<file path="config.mk">
export PLATFORM = sky130hd
export DESIGN_NAME = sd_spi_responder
export DESIGN_NICKNAME = d
export VERILOG_FILES = /design/src/rtl/sd_spi_responder.sv
export SDC_FILE = /design/constraint.sdc
export NUM_CORES = 1
export LEC_CHECK = 0
export ABC_AREA = 1
export ABC_CLOCK_PERIOD_IN_PS = 4670
export BUFFER_PORTS_ARGS = -buffer_cell sky130_fd_sc_hd__buf_2
export CAP_MARGIN = 10
export CELL_PAD_IN_SITES_DETAIL_PLACEMENT = 0
export CELL_PAD_IN_SITES_GLOBAL_PLACEMENT = 1
export CORE_MARGIN = 5
export CORE_UTILIZATION = 41
export DETAILED_ROUTE_END_ITERATION = 10
export HOLD_SLACK_MARGIN = 0.03
export PLACE_DENSITY_LB_ADDON = 0.08
export SETUP_SLACK_MARGIN = 0.05
export SYNTH_ARGS = -nofsm -noshare
export SYNTH_HDL_FRONTEND = slang
export SYNTH_SLANG_ARGS = --single-unit
</file>
<file path="constraint.sdc">
create_clock -name CLK -period 4.67 [get_ports CLK]
set_input_delay 0.2335 -clock CLK [delete_from_list [all_inputs] [get_ports CLK]]
set_output_delay 0.2335 -clock CLK [all_outputs]
set_load 0.02 [all_outputs]
</file>
<file path="src/rtl/sd_spi_responder.sv">
// SD-card SPI-mode responder: frames 6-byte commands, checks CRC7, tracks idle/ready
// and answers R1/R3/R7 on MISO. SPI pins are oversampled on CLK.
module sd_spi_responder #(
  parameter int          NCR         = 1,
  parameter int          ACMD41_BUSY = 2,
  parameter int          INIT_CLKS   = 74,
  parameter logic [31:0] OCR         = 32'hC0FF8000
) (
  input  logic        CLK,
  input  logic        RST,
  input  logic        SCLK,
  input  logic        MOSI,
  input  logic        CS,
  output logic        MISO,
  output logic        CMD_STB,
  output logic [5:0]  CMD_IDX,
  output logic [31:0] CMD_ARG,
  output logic        CRC_OK,
  output logic        IDLE
);

  localparam int IW = $clog2(INIT_CLKS + 1);
  localparam int BW = $clog2(ACMD41_BUSY + 2);

  localparam logic [2:0] S_PWRUP = 3'd0;
  localparam logic [2:0] S_WAIT  = 3'd1;
  localparam logic [2:0] S_CMD   = 3'd2;
  localparam logic [2:0] S_NCR   = 3'd3;
  localparam logic [2:0] S_RESP  = 3'd4;

  logic [2:0]    r_sclk_q;
  logic [1:0]    r_mosi_q;
  logic [1:0]    r_cs_q;
  logic [2:0]    r_state;
  logic [2:0]    r_bitcnt;
  logic [6:0]    r_rxsh;
  logic          r_wrap;
  logic [7:0]    r_tx;
  logic [IW-1:0] r_initcnt;
  logic [39:0]   r_frame;
  logic [2:0]    r_bytecnt;
  logic [39:0]   r_resp;
  logic [2:0]    r_len;
  logic [3:0]    r_txcnt;
  logic          r_idle;
  logic          r_app;
  logic [BW-1:0] r_busy;
  logic          r_stb;
  logic [5:0]    r_idx;
  logic [31:0]   r_arg;
  logic          r_crc_ok;

  logic          w_rise, w_fall, w_mosi, w_cs, w_byte_done, w_crc_ok, w_crc_err;
  logic [7:0]    w_byte, w_tx_next;
  logic [5:0]    w_idx;
  logic [31:0]   w_arg;
  logic          w_n_idle, w_n_app;
  logic [BW-1:0] w_n_busy;
  logic [39:0]   w_resp;
  logic [2:0]    w_len;

  function automatic logic [6:0] f_crc7(input logic [39:0] d);
    logic [6:0] c;
    logic       fb;
    c = '0;
    for (int i = 39; i >= 0; i--) begin
      fb = c[6] ^ d[i];
      c  = {c[5:0], 1'b0} ^ (fb ? 7'h09 : 7'h00);
    end
    return c;
  endfunction

  assign w_rise      = r_sclk_q[1] & ~r_sclk_q[2];
  assign w_fall      = ~r_sclk_q[1] & r_sclk_q[2];
  assign w_mosi      = r_mosi_q[1];
  assign w_cs        = r_cs_q[1];
  assign w_byte_done = w_rise & ~w_cs & (r_bitcnt == 3'd7);
  assign w_byte      = {r_rxsh, w_mosi};
  assign w_idx       = r_frame[37:32];
  assign w_arg       = r_frame[31:0];
  assign w_crc_ok    = (f_crc7(r_frame) == w_byte[7:1]);
  assign w_crc_err   = ~w_crc_ok & ((w_idx == 6'd0) | (w_idx == 6'd8));
  assign w_tx_next   = (r_state == S_RESP && r_txcnt != {1'b0, r_len}) ? r_resp[39:32] : 8'hFF;

  // Response and next card state for the frame completing this cycle
  always_comb begin
    w_n_idle = r_idle;
    w_n_app  = 1'b0;
    w_n_busy = r_busy;
    w_resp   = {7'b0, r_idle, 32'hFFFF_FFFF};
    w_len    = 3'd1;
    if (w_crc_err) begin
      w_n_app       = r_app;
      w_resp[39:32] = {4'b0, 1'b1, 2'b0, r_idle};
    end else begin
      case (w_idx)
        6'd0: begin
          w_n_idle      = 1'b1;
          w_n_busy      = BW'(ACMD41_BUSY);
          w_resp[39:32] = 8'h01;
        end
        6'd8: begin
          w_resp = {7'b0, r_idle, 16'h0000, 4'h0, w_arg[11:0]};
          w_len  = 3'd5;
        end
        6'd55: w_n_app = 1'b1;
        6'd41: begin
          if (!r_app) begin
            w_resp[39:32] = {5'b0, 1'b1, 1'b0, r_idle};
          end else if (r_busy != '0) begin
            w_n_busy      = r_busy - 1'b1;
            w_resp[39:32] = 8'h01;
          end else begin
            w_n_idle      = 1'b0;
            w_resp[39:32] = 8'h00;
          end
        end
        6'd58: begin
          w_resp = {7'b0, r_idle, OCR};
          w_len  = 3'd5;
        end
        default: w_resp[39:32] = {5'b0, 1'b1, 1'b0, r_idle};
      endcase
    end
  end

  always_ff @(posedge CLK or posedge RST) begin
    if (RST) begin
      r_sclk_q  <= '0;
      r_mosi_q  <= '1;
      r_cs_q    <= '1;
      r_state   <= S_PWRUP;
      r_bitcnt  <= '0;
      r_rxsh    <= '0;
      r_wrap    <= 1'b0;
      r_tx      <= 8'hFF;
      r_initcnt <= '0;
      r_frame   <= '0;
      r_bytecnt <= '0;
      r_resp    <= '1;
      r_len     <= 3'd1;
      r_txcnt   <= '0;
      r_idle    <= 1'b1;
      r_app     <= 1'b0;
      r_busy    <= BW'(ACMD41_BUSY);
      r_stb     <= 1'b0;
      r_idx     <= '0;
      r_arg     <= '0;
      r_crc_ok  <= 1'b0;
    end else begin
      r_sclk_q <= {r_sclk_q[1:0], SCLK};
      r_mosi_q <= {r_mosi_q[0], MOSI};
      r_cs_q   <= {r_cs_q[0], CS};
      r_stb    <= 1'b0;

      if (w_cs) begin
        r_bitcnt <= '0;
      end else if (w_rise) begin
        r_bitcnt <= r_bitcnt + 3'd1;
        r_rxsh   <= {r_rxsh[5:0], w_mosi};
      end

      if (w_cs) r_wrap <= 1'b0;
      else if (w_byte_done) r_wrap <= 1'b1;
      else if (w_fall) r_wrap <= 1'b0;

      // Wrapped fall loads the next byte; other falls shift in idle-high fill
      if (w_cs || r_state == S_PWRUP) r_tx <= 8'hFF;
      else if (w_fall) r_tx <= r_wrap ? w_tx_next : {r_tx[6:0], 1'b1};

      if (r_state == S_PWRUP) begin
        if (w_cs && w_rise && r_initcnt != IW'(INIT_CLKS)) r_initcnt <= r_initcnt + 1'b1;
        if (r_initcnt >= IW'(INIT_CLKS)) r_state <= S_WAIT;
      end else if (w_cs) begin
        r_state <= S_WAIT;
      end else begin
        case (r_state)
          S_WAIT: if (w_byte_done && w_byte[7:6] == 2'b01) begin
            r_frame   <= {32'h0, w_byte};
            r_bytecnt <= 3'd1;
            r_state   <= S_CMD;
          end
          S_CMD: if (w_byte_done) begin
            if (r_bytecnt == 3'd5) begin
              r_stb    <= 1'b1;
              r_idx    <= w_idx;
              r_arg    <= w_arg;
              r_crc_ok <= w_crc_ok;
              r_idle   <= w_n_idle;
              r_app    <= w_n_app;
              r_busy   <= w_n_busy;
              r_resp   <= w_resp;
              r_len    <= w_len;
              r_txcnt  <= '0;
              r_state  <= S_NCR;
            end else begin
              r_frame   <= {r_frame[31:0], w_byte};
              r_bytecnt <= r_bytecnt + 3'd1;
            end
          end
          S_NCR: if (w_fall && r_wrap) begin
            if (r_txcnt == 4'(NCR - 1)) begin
              r_txcnt <= '0;
              r_state <= S_RESP;
            end else begin
              r_txcnt <= r_txcnt + 4'd1;
            end
          end
          S_RESP: if (w_fall && r_wrap) begin
            if (r_txcnt == {1'b0, r_len}) begin
              r_state <= S_WAIT;
            end else begin
              r_resp  <= {r_resp[31:0], 8'hFF};
              r_txcnt <= r_txcnt + 4'd1;
            end
          end
          default: r_state <= S_WAIT;
        endcase
      end
    end
  end

  assign MISO    = r_tx[7];
  assign CMD_STB = r_stb;
  assign CMD_IDX = r_idx;
  assign CMD_ARG = r_arg;
  assign CRC_OK  = r_crc_ok;
  assign IDLE    = r_idle;

endmodule

</file>
-- Word level (Yosys, flattened, before mapping)
Cells that the tools add are included.
- add/sub/neg operators: 5
- magnitude comparators: 1
- eq/ne operators: 33
- muxes and demuxes: 100
- bitwise operators: 90
- reduce and logical (&&, ||, !) cells: 29
- operators by type and width (cell ; count):
    $mux 40 ; 7
    $xor 7x4->7 ; 37
    $mux 4 ; 46
    $pmux 40 s2 ; 2
    $pmux 32 s2 ; 1
    $mux 3 ; 17
    $mux 8 ; 6
    $xor 1x1->1 ; 36
    $mux 32 ; 1
    $pmux 8 s3 ; 1
    $ne 4x4->1 const B ; 5
    $eq 6x6->1 const B ; 3
    $ne 2x2->1 const B ; 9
    $reduce_and 9->1 ; 2
    $reduce_and 8->1 ; 2
    $mux 1 ; 12
    $pmux 3 s4 ; 1
    $pmux 4 s3 ; 1
    $reduce_and 6->1 ; 2
    $reduce_bool 2->1 ; 6
    $eq 3x3->1 const B ; 3
    $ne 4x2->1 const B ; 2
    $add 7x1->7 const B ; 1
    $eq 7x7->1 ; 1
    other kinds (33) ; 54
- bits in registers: 170
- output and inout bits: 42
- word-level logic and storage cells: 279

-- Depth between registers and ports, before layout
Gate-level depths: netlist (run 1).
- depth in word-level cells: 120
- mapped depth: 37
- depth with buffers taken out: 36

-- Worst setup path before layout (run 1)
Ideal clock, no wire load.
- path kind: reg-to-reg
- from: reg r_frame[35]
- to: reg r_resp[8]
- data arrival time: 2903 ps
- setup slack: 1689 ps
- cell stages (with the launch flop): 35
- path buffers: 2
- period minus slack after synthesis: 2981 ps
- cell sequence: dfrtp_1 > buf_4 > inv_4 > nand2_2 > nand2_2 > inv_2 > nand2_1 > nand2_2 > nand2_1 > nand2_1 > nand2_1 > nand2_2 > nand2_1 > nand2_2 > inv_2 > nand2_2 > nand2_2 > nand2_1 > nand2_2 > nand2_2 > nand2_2 > nand2_1 > nand2_1 > nand2_1 > nand2_1 > inv_1 > nor2_1 > nor2_1 > nor2_1 > nand2_2 > nand2_4 > nand2_4 > buf_6 > o21ai_2 > nand2_1
- word-level cells in the longest chain between the ends: 61
- RTL lines (what ; line ; RTL):
    start: declaration ; 40 ; logic [39:0] r_frame;
    start signal: assignment ; 179 ; r_frame <= {32'h0, w_byte};
    start signal: assignment ; 197 ; r_frame <= {r_frame[31:0], w_byte};
    $xor 1x1->1 ; 67 ; fb = c[6] ^ d[i];
    $mux 4 ; 68 ; c = {c[5:0], 1'b0} ^ (fb ? 7'h09 : 7'h00);
    $xor 7x4->7 (4 in a row) ; 68 ;
    $xor 1x1->1 / $xor 7x4->7 (equally long branches) ; 67, 68 ;
    $mux 4 / $xor 7x4->7 (equally long branches) ; 68 ;
    $xor 7x4->7 ; 68 ;
    $xor 7x4->7 / $xor 1x1->1 (equally long branches) ; 68, 67 ;
    $xor 7x4->7 / $mux 4 (equally long branches) ; 68 ;
    (+42 left out) ; - ;
    $xor 7x4->7 ; 68 ;
    $eq 7x7->1 ; 81 ; assign w_crc_ok = (f_crc7(r_frame) == w_byte[7:1]);
    $not 1->1 ; 82 ; assign w_crc_err = ~w_crc_ok & ((w_idx == 6'd0) | (w_idx == 6'd8));
    $and 1x1->1 ; 82 ;
    $mux 32 (*) ; 92 ; if (w_crc_err) begin
    $mux 40 (*) ; 184 ; if (r_bytecnt == 3'd5) begin
    $mux 40 (*) ; 183 ; S_CMD: if (w_byte_done) begin
    $pmux 40 s2 (*) ; 177 ; case (r_state)
    end signal: assignment ; 192 ; r_resp <= w_resp;
    end signal: assignment ; 213 ; r_resp <= {r_resp[31:0], 8'hFF};
    end: declaration ; 42 ; logic [39:0] r_resp;
Mark *: on every way between the ends. The rest lies on a longest branch, timed or not. The select of a mux whose other input is x is not followed.
A chain may end at the register's enable or synchronous reset.

-- Final worst setup path (run 1)
- from: reg r_frame[31]
- to: reg r_resp[24]
- word-level cells in the longest chain between the ends: 55
- RTL lines (what ; line):
    $xor 1x1->1 (*) ; 67
    $mux 4 (*) ; 68
    $xor 7x4->7 (*) (4 in a row) ; 68
    $xor 1x1->1 / $xor 7x4->7 (equally long branches) ; 67, 68
    $mux 4 / $xor 7x4->7 (equally long branches) ; 68
    $xor 7x4->7 (*) (4 in a row) ; 68
    $xor 1x1->1 / $xor 7x4->7 (equally long branches) ; 67, 68
    $mux 4 / $xor 7x4->7 (equally long branches) ; 68
    (+33 left out) ; -
    $xor 7x4->7 (*) ; 68
    $eq 7x7->1 (*) ; 81
    $not 1->1 (*) ; 82
    $and 1x1->1 (*) ; 82
    $mux 32 (*) ; 92
    $mux 40 (*) ; 184
    $mux 40 (*) ; 183
    $pmux 40 s2 (*) ; 177
Marks and branches as above.

==> results.toml, run 1 <==
[run_status]
status = "finished, final reports clean"

[detailed_routing]
drtIter0Drc = 391
wl_per_cell_um = 14.8
first_pass_iters = 5
detail-route-antenna-nets = 0
post_drt_via_cell_ratio = 4.95
drc = 0
wirelength_mm = 21.5
vias = 7177

[synth]
synth_xor_area_share_pct = 1.68
synth_seq_cells = 168
syn_area_per_cell_um2 = 7.77
synth_top_family_by_area = "simple AND/OR/NAND/NOR gates"
synth-simple-area-share_pct = 25.8
ys_types = 41
synth_compound_area_share_pct = 13.9
synth_edf_count = 0
yosysSeqAreaShare_pct = 49.1
async_flop_share_pct = 100
synthFlopType = "dfrtp_1"
yosysWarnings = 0
syn-cell-area_mm2 = 0.00869
synth_nets = 1134
synthMuxAreaShare_pct = 0
netlist_instances = 1119
synthAdderAreaFrac_pct = 1.44

[sta]
period_share_pct = 81.4
max_freq_mhz = 263
setup-tns-final_ns = 0
setup_slack_ns = 0.870
rsz0062_at_grt = "no"
finalSetupViolCount = 0
tightest_slew_ns = 1.06
hold_viol = 0
clock_skew_ns = 0.0166
slew_headroom_pct = 29.0
slew_viol_final = 0
fin_crit_ns = 3.80

[cells_and_area]
instances_no_fill = 1451
layout_commonest_cell = "nand2_1"
final_cell_mix = "nand2_1, inv_1, dfrtp_1"
syn_to_final_growth_pct = 13.5
fin_nets = 1178
fillers = 2171
drive_above_1_share_pct = 19.1
diodes = 0

[cts]
htreeDepth = 4
clk_path_buf_depth = 2
cts-resized-gates = 0
cts.clk_slew.worst_paths_ns = 0.07
clk_latency_ns = 0.43
cts_setup_buffers = 0
numCtsBuffers = 17
cts_tree = "built"
hold_buffers = 3
clock-sinks = 168
root_buffer = "clkbuf_16"

[critical_path]
worst_path_largest_cell_delay_ns = 0.38
cp-start-kind = "flop"
cp_data_required_time_ns = 5.02
crit_path_frequent_cell = "nand2_1"
critPathKind = "flop to flop"
endpoint_kind = "flop"
cp_max_fo = 14
cp.arrival_ns = 4.15
critPathSlowestCell = "dfrtp_1"

[grt]
grt_max_degree = 169
antenna_found_initial = 0
grt_pass1_wl_mm = 36.9
track_usage_pct = 18.8
grt_overflow = 0
grt_pass1_vias = 7119

[floorplanning]
core_area_mm2 = 0.0210
die-width_um = 156
die_area_mm2 = 0.0242
rows = 53
initial_utilization_pct = 41.5
io_pins = 47
dieHeight_um = 156

[place]
io_buffers = 46
place_ws_ns = 0.910
dpl.hpwl_mm = 15.0
gp_congestion = 0.814
place_inst = 1416

[power]
p_leak_nw = 5.10
vdd_ir_drop_max_mv = 0.205
powerDensity_mw_per_mm2 = 325

[worst_hold_path]
hold_path.class = "input pin to async pin"

[job]
drv_cap = 0
[final timing paths]
| path | from | end | slack [ns] | cells after the start |
|---|---|---|---|---|
| max | r_frame[31]$_DFFE_PP0P_ | r_resp[24]$_DFFE_PP1P_ | 0.87 | 29 |
| max in group asynchronous | RST | r_frame[13]$_DFFE_PP0P_ | 3.94 | 3 |
| min reg2reg | r_sclk_q[0]$_DFF_PP0_ | r_sclk_q[1]$_DFF_PP0_ | 0.35 | 0 |
| max reg2reg | r_frame[31]$_DFFE_PP0P_ | r_resp[24]$_DFFE_PP1P_ | 0.87 | 29 |
| min in group CLK | r_sclk_q[0]$_DFF_PP0_ | r_sclk_q[1]$_DFF_PP0_ | 0.35 | 0 |
| min | RST | r_frame[9]$_DFFE_PP0P_ | 0.11 | 3 |
[routing by layer]
metal | track usage [%] | share of wire (%)
met1 | 26.1 | 49
met2 | 31.0 | 47
met3 | 3.25 | 2.7
met4 | 4.67 | 1.0
met5 | 0 | 0
[registers in the layout, indices dropped and copies added, names as in the netlist, 4 cells and up]
signal,count
CMD_ARG,32
CMD_IDX,6
r_frame,40
r_initcnt,7
r_resp,40
r_rxsh,7
r_tx,8
r_txcnt,4
[report_power, final]
part           internal (mW)  leakage (nW)  total [mW]  switching [mW]
Sequential              1.49          2.13        1.54          0.0429
Combinational         0.0495          2.67       0.159           0.109
Clock                  0.859         0.296        1.51           0.651
[per-stage QoR]
step	cell area (um^2)	hold WS [ns]	utilization, %	power (mW)
after floorplan	8700	0.238	-	1.67
after global placement	9230	0.338	44.0	1.72
after detailed placement	9230	0.338	44.0	1.72
after CTS	9870	0.144	47.1	3.25
after global routing	9870	0.196	47.1	3.34
final	9870	0.114	47.1	3.21
[critical path: cells and delay by family (launching register included)]
kind	cells	cell delay, ns
simple gates	25	2.74
flops	1	0.38
compound gates	2	0.38
buf+inv	2	0.20
[layout make-up]
class	count	area, um^2	area share [%]
clock buffers	18	429	4.35
clock inverters	14	185	1.88
inverters	149	566	5.73
multi-input cells	770	3740	37.9
flip-flops and latches	168	4270	43.3
well taps	275	344	3.49
repair buffers	57	333	3.37
[synth_stat cells, types with 2 or more instances]
| cell type | instances | share of area (%) |
|---|---|---|
| o21ai_1 | 3 | 0.17 |
| nor2_1 | 71 | 3.1 |
| nor3b_1 | 2 | 0.17 |
| a31oi_1 | 9 | 0.65 |
| clkinv_1 | 3 | 0.13 |
| nand2_1 | 337 | 15 |
| nor3_1 | 10 | 0.58 |
| buf_4 | 2 | 0.17 |
| inv_1 | 116 | 5.0 |
| nor2_2 | 2 | 0.14 |
| nand4_1 | 6 | 0.43 |
| dfrtp_1 | 114 | 33 |
| a21oi_1 | 53 | 3.1 |
| xnor2_1 | 5 | 0.50 |
| dfstp_2 | 54 | 16 |
| o22ai_2 | 8 | 1.2 |
| xor2_1 | 8 | 0.81 |
| nand2_2 | 33 | 2.4 |
| nand3_2 | 3 | 0.35 |
| ha_1 | 10 | 1.4 |
| nand3_1 | 61 | 3.5 |
| inv_2 | 29 | 1.3 |
| o31ai_1 | 3 | 0.26 |
| nand2_4 | 2 | 0.26 |
| o21ai_0 | 100 | 5.8 |
| o22ai_1 | 33 | 2.4 |
| clkbuf_1 | 28 | 1.2 |
[kinds of logic (layout without fill, tap and decap cells)]
| logic type | count (synthesis) | count (layout) |
|---|---|---|
| simple gates | 531 | 531 |
| buf+inv | 181 | 238 |
| flops | 168 | 168 |
| xor+xnor | 15 | 15 |
| compound gates | 214 | 214 |
| fa+ha+maj | 10 | 10 |
Note: power is estimated with default switching activity, not from simulation.
==> run 2: changes to the inputs <==
--- a/config.mk
+++ b/config.mk
@@ -5,14 +5,14 @@
 export SDC_FILE = /design/constraint.sdc
 export NUM_CORES = 1
 export LEC_CHECK = 0
-export ABC_AREA = 1
-export ABC_CLOCK_PERIOD_IN_PS = 4670
+export ABC_AREA = 0
+export ABC_CLOCK_PERIOD_IN_PS = 3850
 export BUFFER_PORTS_ARGS = -buffer_cell sky130_fd_sc_hd__buf_2
 export CAP_MARGIN = 10
 export CELL_PAD_IN_SITES_DETAIL_PLACEMENT = 0
 export CELL_PAD_IN_SITES_GLOBAL_PLACEMENT = 1
 export CORE_MARGIN = 5
-export CORE_UTILIZATION = 41
+export CORE_UTILIZATION = 49
 export DETAILED_ROUTE_END_ITERATION = 10
 export HOLD_SLACK_MARGIN = 0.03
 export PLACE_DENSITY_LB_ADDON = 0.08
==> constraint.sdc (replaced) <==
create_clock -name CLK -period 3.85 [get_ports CLK]
set_input_delay 0.1925 -clock CLK [delete_from_list [all_inputs] [get_ports CLK]]
set_output_delay 0.1925 -clock CLK [all_outputs]
set_load 0.02 [all_outputs]
==> run 2 against run 1 <==
  * Area after synthesis is 5.6% lower
  * Hold slack lost 0.097 ns
  * Highest routed layer unchanged
  * Global-route usage is 0.57 points higher
  * Critical path type unchanged
  * Routed wire length decreased by 16%
  * Via count is 20% lower
  * Sequential share of layout area grew 3.1 points
==> results.toml, run 2 <==
[critical_path]
critPathKind = "flop to flop"
cp_max_fo = 9
worst_path_largest_cell_delay_ns = 0.53
critPathSlowestCell = "o31ai_1"
cp-start-kind = "flop"
cp_num_buf_inv = 0
cp_top_family = "XOR/XNOR gates"
crit_path_frequent_cell = "xnor3_2"
cp.arrival_ns = 3.67
endpoint_kind = "flop"
crit_chain = "xnor3_2 > xnor2_4 > xnor3_2 > xnor3_1 > nor2_1 > o21ai_1 > o31ai_1 > a31o_2"
cp_data_required_time_ns = 4.21
reg2reg_slack_ns = 0.54

[detailed_routing]
wl_per_cell_um = 17.0
post_drt_via_cell_ratio = 5.46
vias = 5771
detail-route-antenna-nets = 0
drtIter0Drc = 394
wirelength_mm = 18.0
drc = 0
first_pass_iters = 4

[place]
io_buffers = 46
place_inst = 1021
dpl.hpwl_mm = 12.0
gp_congestion = 0.828

[floorplanning]
die_area_mm2 = 0.0194
dieHeight_um = 139
core_area_mm2 = 0.0165
rows = 47
initial_utilization_pct = 49.6
io_pins = 47
die-width_um = 139

[cells_and_area]
final-seq-area_mm2 = 0.00427
multi_input_area_mm2 = 0.00368
diodes = 0
final_cell_mix = "nand2_1, dfrtp_1, dfstp_2"
syn_to_final_growth_pct = 12.2
drive_above_1_share_pct = 21.4
fin_nets = 838
layout_commonest_cell = "nand2_1"
instances_no_fill = 1056
fillers = 1464

[grt]
grt_pass1_vias = 5698
antenna_found_initial = 0
track_usage_pct = 19.4
grt_max_degree = 169
grt_pass1_wl_mm = 30.5
grt_overflow = 0

[cts]
clk_path_buf_depth = 2
cts_setup_buffers = 0
numCtsBuffers = 17
clock-sinks = 168
cts.clk_slew.worst_paths_ns = 0.07
hold_buffers = 3
htreeDepth = 4
cts_tree = "built"
root_buffer = "clkbuf_16"
clk_latency_ns = 0.43
cts-resized-gates = 0

[synth]
synth.top_cell.area_share_pct = 34.8
synth_most_common_cell = "nand2_1"
synthFlopType = "dfrtp_1"
synth-simple-area-share_pct = 16.6
yosysWarnings = 0
synth_xor_area_share_pct = 11.5
yosysSeqAreaShare_pct = 52.1
synth_seq_cells = 168
synth_commonest_cells = "nand2_1, dfrtp_1, dfstp_2, nor2_1"
synth_nets = 808
synth.largest_area_cell = "dfrtp_1"
async_flop_share_pct = 100
netlist_instances = 793
syn-cell-area_mm2 = 0.00820
ys_types = 65
synthAdderAreaFrac_pct = 1.53
synthMuxAreaShare_pct = 2.70
syn_area_per_cell_um2 = 10.3
synth_area_leaders = "dfrtp_1, dfstp_2, nand2_1, xnor2_1, xnor3_1"
synth_compound_area_share_pct = 12.5
synth_edf_count = 0
synth_top_family_by_area = "simple AND/OR/NAND/NOR gates"

[worst_hold_path]
hold_path.class = "input pin to async pin"

[sta]
period_share_pct = 86.0
hold_viol = 0
finalSetupViolCount = 0
slew_viol_final = 0
max_freq_mhz = 302
slew_headroom_pct = 41.4
tightest_slew_ns = 0.879
setup-tns-final_ns = 0
clock_skew_ns = 0.0131
rsz0062_at_grt = "no"
fin_crit_ns = 3.31

[run_status]
status = "finished, final reports clean"

[power]
powerDensity_mw_per_mm2 = 422
p_leak_nw = 4.27
vdd_ir_drop_max_mv = 0.291

[job]
drv_cap = 0
run 2: cell count changes after synthesis, moves of 35 or more:
cell	delta
nand2_1	-166
inv_1	-101
o21ai_0	-60
nand3_1	-53
xnor2_1	+35
run 2: final cells by class:
cell class / instances / share of cell area (%)
repair buffers: 59 / 3.78
clock buffers: 18 / 4.66
clock inverters: 14 / 1.49
well taps: 220 / 2.99
flip-flops and latches: 168 / 46.4
multi-input cells: 561 / 40.0
inverters: 16 / 0.693
run 2: worst reg2reg max path: cells and delay by family (launching register included):
family	cells	cell delay [ns]
AO/OA/AOI/OAI	3	0.95
XOR/XNOR	4	1.57
AND/OR/NAND/NOR	1	0.21
flip-flops	1	0.52
run 2: path summary, 6_finish.rpt:
| kind | endpoint | cells past startpoint | startpoint |
|---|---|---|---|
| max | r_len[2]$_DFFE_PP0P_ | 8 | r_frame[34]$_DFFE_PP0P_ |
| min | CMD_IDX[0]$_DFFE_PP0P_ | 3 | RST |
| max reg2reg | r_len[2]$_DFFE_PP0P_ | 8 | r_frame[34]$_DFFE_PP0P_ |
| min reg2reg | r_cs_q[1]$_DFF_PP1_ | 0 | r_cs_q[0]$_DFF_PP1_ |
| max in group asynchronous | r_bytecnt[2]$_DFFE_PP0P_ | 3 | RST |
| min in group CLK | r_cs_q[1]$_DFF_PP1_ | 0 | r_cs_q[0]$_DFF_PP1_ |
run 2: cell families after synthesis:
logic type | Yosys count
AND/OR/NAND/NOR | 309
flip-flops | 168
AO/OA/AOI/OAI | 146
XOR/XNOR | 76
buffers and inverters | 64
multiplexers | 20
adder cells (fa/ha/maj) | 10
run 2: routing by layer:
| metal | wire length, um | share of wire (%) | track usage [%] |
|---|---|---|---|
| met2 | 8200 | 46 | 28.7 |
| met1 | 8990 | 50 | 29.4 |
| met3 | 546 | 3.0 | 3.43 |
| met5 | 0 | 0 | 0 |
| met4 | 260 | 1.4 | 5.77 |
run 2: metrics by stage:
stage	power, mW	utilization (%)	hold slack [ns]	worst slack [ns]	cell area (um^2)
after floorplan	2.18	-	0.197	0.953	8210
after global placement	2.25	52.1	0.298	0.667	8610
after detailed placement	2.26	52.1	0.299	0.571	8610
after CTS	3.92	55.7	0.0820	0.554	9210
after global routing	4.05	55.7	0.120	0.296	9210
final	3.89	55.7	0.0166	0.541	9210
run 2: power by group:
part / leakage, nW / internal, mW / switching (mW)
sequential: 2.12 / 1.83 / 0.0771
clock: 0.272 / 0.908 / 0.750
combinational: 1.87 / 0.154 / 0.170
==> run 3: changes to the inputs <==
--- a/config.mk
+++ b/config.mk
@@ -6,13 +6,13 @@
 export NUM_CORES = 1
 export LEC_CHECK = 0
 export ABC_AREA = 0
-export ABC_CLOCK_PERIOD_IN_PS = 3850
+export ABC_CLOCK_PERIOD_IN_PS = 4180
 export BUFFER_PORTS_ARGS = -buffer_cell sky130_fd_sc_hd__buf_2
 export CAP_MARGIN = 10
 export CELL_PAD_IN_SITES_DETAIL_PLACEMENT = 0
 export CELL_PAD_IN_SITES_GLOBAL_PLACEMENT = 1
 export CORE_MARGIN = 5
-export CORE_UTILIZATION = 49
+export CORE_UTILIZATION = 45
 export DETAILED_ROUTE_END_ITERATION = 10
 export HOLD_SLACK_MARGIN = 0.03
 export PLACE_DENSITY_LB_ADDON = 0.08
==> constraint.sdc (replaced) <==
create_clock -name CLK -period 4.18 [get_ports CLK]
set_input_delay 0.209 -clock CLK [delete_from_list [all_inputs] [get_ports CLK]]
set_output_delay 0.209 -clock CLK [all_outputs]
set_load 0.02 [all_outputs]
==> run 3 against run 2 <==
  * Worst setup slack better by 0.21 ns
  * Register-to-register slack improved by 0.21 ns
  * Count of clock-buffer cells in the layout down 1
  * First-iteration DRC count decreased by 1.3%
  * Non-clock buffer count decreased by 1
  * Critical path depth unchanged
  * Utilization shrank 4.4 points
==> results.toml, run 3 (synthesis results as in run 2) <==
[run_status]
status = "finished, final reports clean"

[cts]
root_buffer = "clkbuf_16"
cts_setup_buffers = 0
cts.clk_slew.worst_paths_ns = 0.07
clk_latency_ns = 0.43
cts-resized-gates = 0
cts_tree = "built"
clock-sinks = 168
htreeDepth = 4
clk_path_buf_depth = 2
hold_buffers = 3
numCtsBuffers = 17

[floorplanning]
io_pins = 47
rows = 49
die_area_mm2 = 0.0210
die-width_um = 145
core_area_mm2 = 0.0180
initial_utilization_pct = 45.7
dieHeight_um = 145

[sta]
setup-tns-final_ns = 0
max_freq_mhz = 292
slew_headroom_pct = 36.9
finalSetupViolCount = 0
whs_ns = 0.0178
period_share_pct = 82.1
tightest_slew_ns = 0.934
clock_skew_ns = 0.0128
hold_viol = 0
fin_crit_ns = 3.43
slew_viol_final = 0
rsz0062_at_grt = "no"

[critical_path]
worst_path_largest_cell_delay_ns = 0.68
endpoint_kind = "flop"
reg2reg_depth = 8
cp_top_family = "XOR/XNOR gates"
cp.arrival_ns = 3.74
crit_path_frequent_cell = "xnor3_2"
cp-start-kind = "flop"
critPathKind = "flop to flop"
reg2reg_slack_ns = 0.75
crit_chain = "xnor3_2 > xnor2_4 > xnor3_2 > xnor3_1 > nor2_1 > o2111ai_1 > o31ai_4 > a21oi_1"
cp_num_buf_inv = 0
critPathSlowestCell = "o31ai_4"
cp_max_fo = 17
cp_data_required_time_ns = 4.49
cp.depth = 8

[place]
gp_congestion = 0.813
dpl.hpwl_mm = 12.6
io_buffers = 46

[cells_and_area]
layout_commonest_cell = "nand2_1"
fin_nets = 837
syn_to_final_growth_pct = 12.4
final_cell_mix = "nand2_1, dfrtp_1, dfstp_2"
drive_above_1_share_pct = 21.4
diodes = 0

[grt]
grt_pass1_vias = 5801
grt_pass1_wl_mm = 31.3
grt_max_degree = 169
grt_overflow = 0
grt_use_met2_pct = 28.2
use_met3_pct = 3.43
use_met1_pct = 26.3
track_usage_pct = 18.1
grt.busiest_layer = "met2"
antenna_found_initial = 0

[worst_hold_path]
hold_path.class = "input pin to async pin"

[power]
p_leak_nw = 4.27
powerDensity_mw_per_mm2 = 392
p_total_mw = 3.62
vdd_ir_drop_max_mv = 0.287

[detailed_routing]
wl_per_cell_um = 17.5
post_drt_via_cell_ratio = 5.41
drtIter0Drc = 389
wirelength_mm = 18.6
first_pass_iters = 7
vias = 5751
detail-route-antenna-nets = 0
drc = 0

[job]
drv_cap = 0
-- run 3: changes by cell type in the layout (fill, tap and decap cells not counted), sizes merged --
cell      previous run  this run
clkinvlp             4         3
clkinv               4         2
clkbuf              18        17
buf                 56        55
inv                 21        25
-- run 3: final timing paths --
| path | startpoint | endpoint |
|---|---|---|
| setup / recovery | r_frame[34]$_DFFE_PP0P_ | r_resp[7]$_DFFE_PP1P_ |
| hold / removal | RST | r_app$_DFFE_PP0P_ |
| setup reg to reg | r_frame[34]$_DFFE_PP0P_ | r_resp[7]$_DFFE_PP1P_ |
| hold reg to reg | r_mosi_q[0]$_DFF_PP1_ | r_mosi_q[1]$_DFF_PP1_ |
| max in group asynchronous | RST | r_frame[39]$_DFFE_PP0P_ |
| min in group CLK | r_mosi_q[0]$_DFF_PP1_ | r_mosi_q[1]$_DFF_PP1_ |
-- run 3: routing by layer --
layer	vias up	part of all wire [%]
li1	2781	-
met1	2860	50
met2	97	46
met3	13	3.0
met4	0	1.1
met5	-	0
-- run 3: layout make-up --
| class | count | area [um^2] |
|---|---|---|
| fill | 1644 | 8740 |
| sequential | 168 | 4270 |
| multi-input combinational | 561 | 3680 |
| clock buffer | 17 | 425 |
| timing repair buffer | 58 | 340 |
| tap | 229 | 287 |
| clock inverter | 15 | 154 |
| inverter | 16 | 63.8 |
-- run 3: report_power, final --
part / switching, mW / internal (mW)
sequential: 0.0715 / 1.68
combinational: 0.164 / 0.142
clock: 0.713 / 0.847
total: 0.948 / 2.67
-- run 3: through the flow --
step | setup slack (ns) | utilization, % | cells | area, um^2
3_5_place_dp | 0.736 | 48.0 | 1029 | 8620
3_3_place_gp | 0.792 | 48.0 | 1029 | 8620
6_report | 0.750 | 51.4 | 1064 | 9230
5_1_grt | 0.370 | 51.4 | 1064 | 9230
4_1_cts | 0.717 | 51.4 | 1064 | 9230
2_1_floorplan | 1.28 | - | 793 | 8210
-- run 3: worst min-delay path, delay by kind of cell --
kind,cells,cell delay [ns]
buffers and inverters,3,0.74
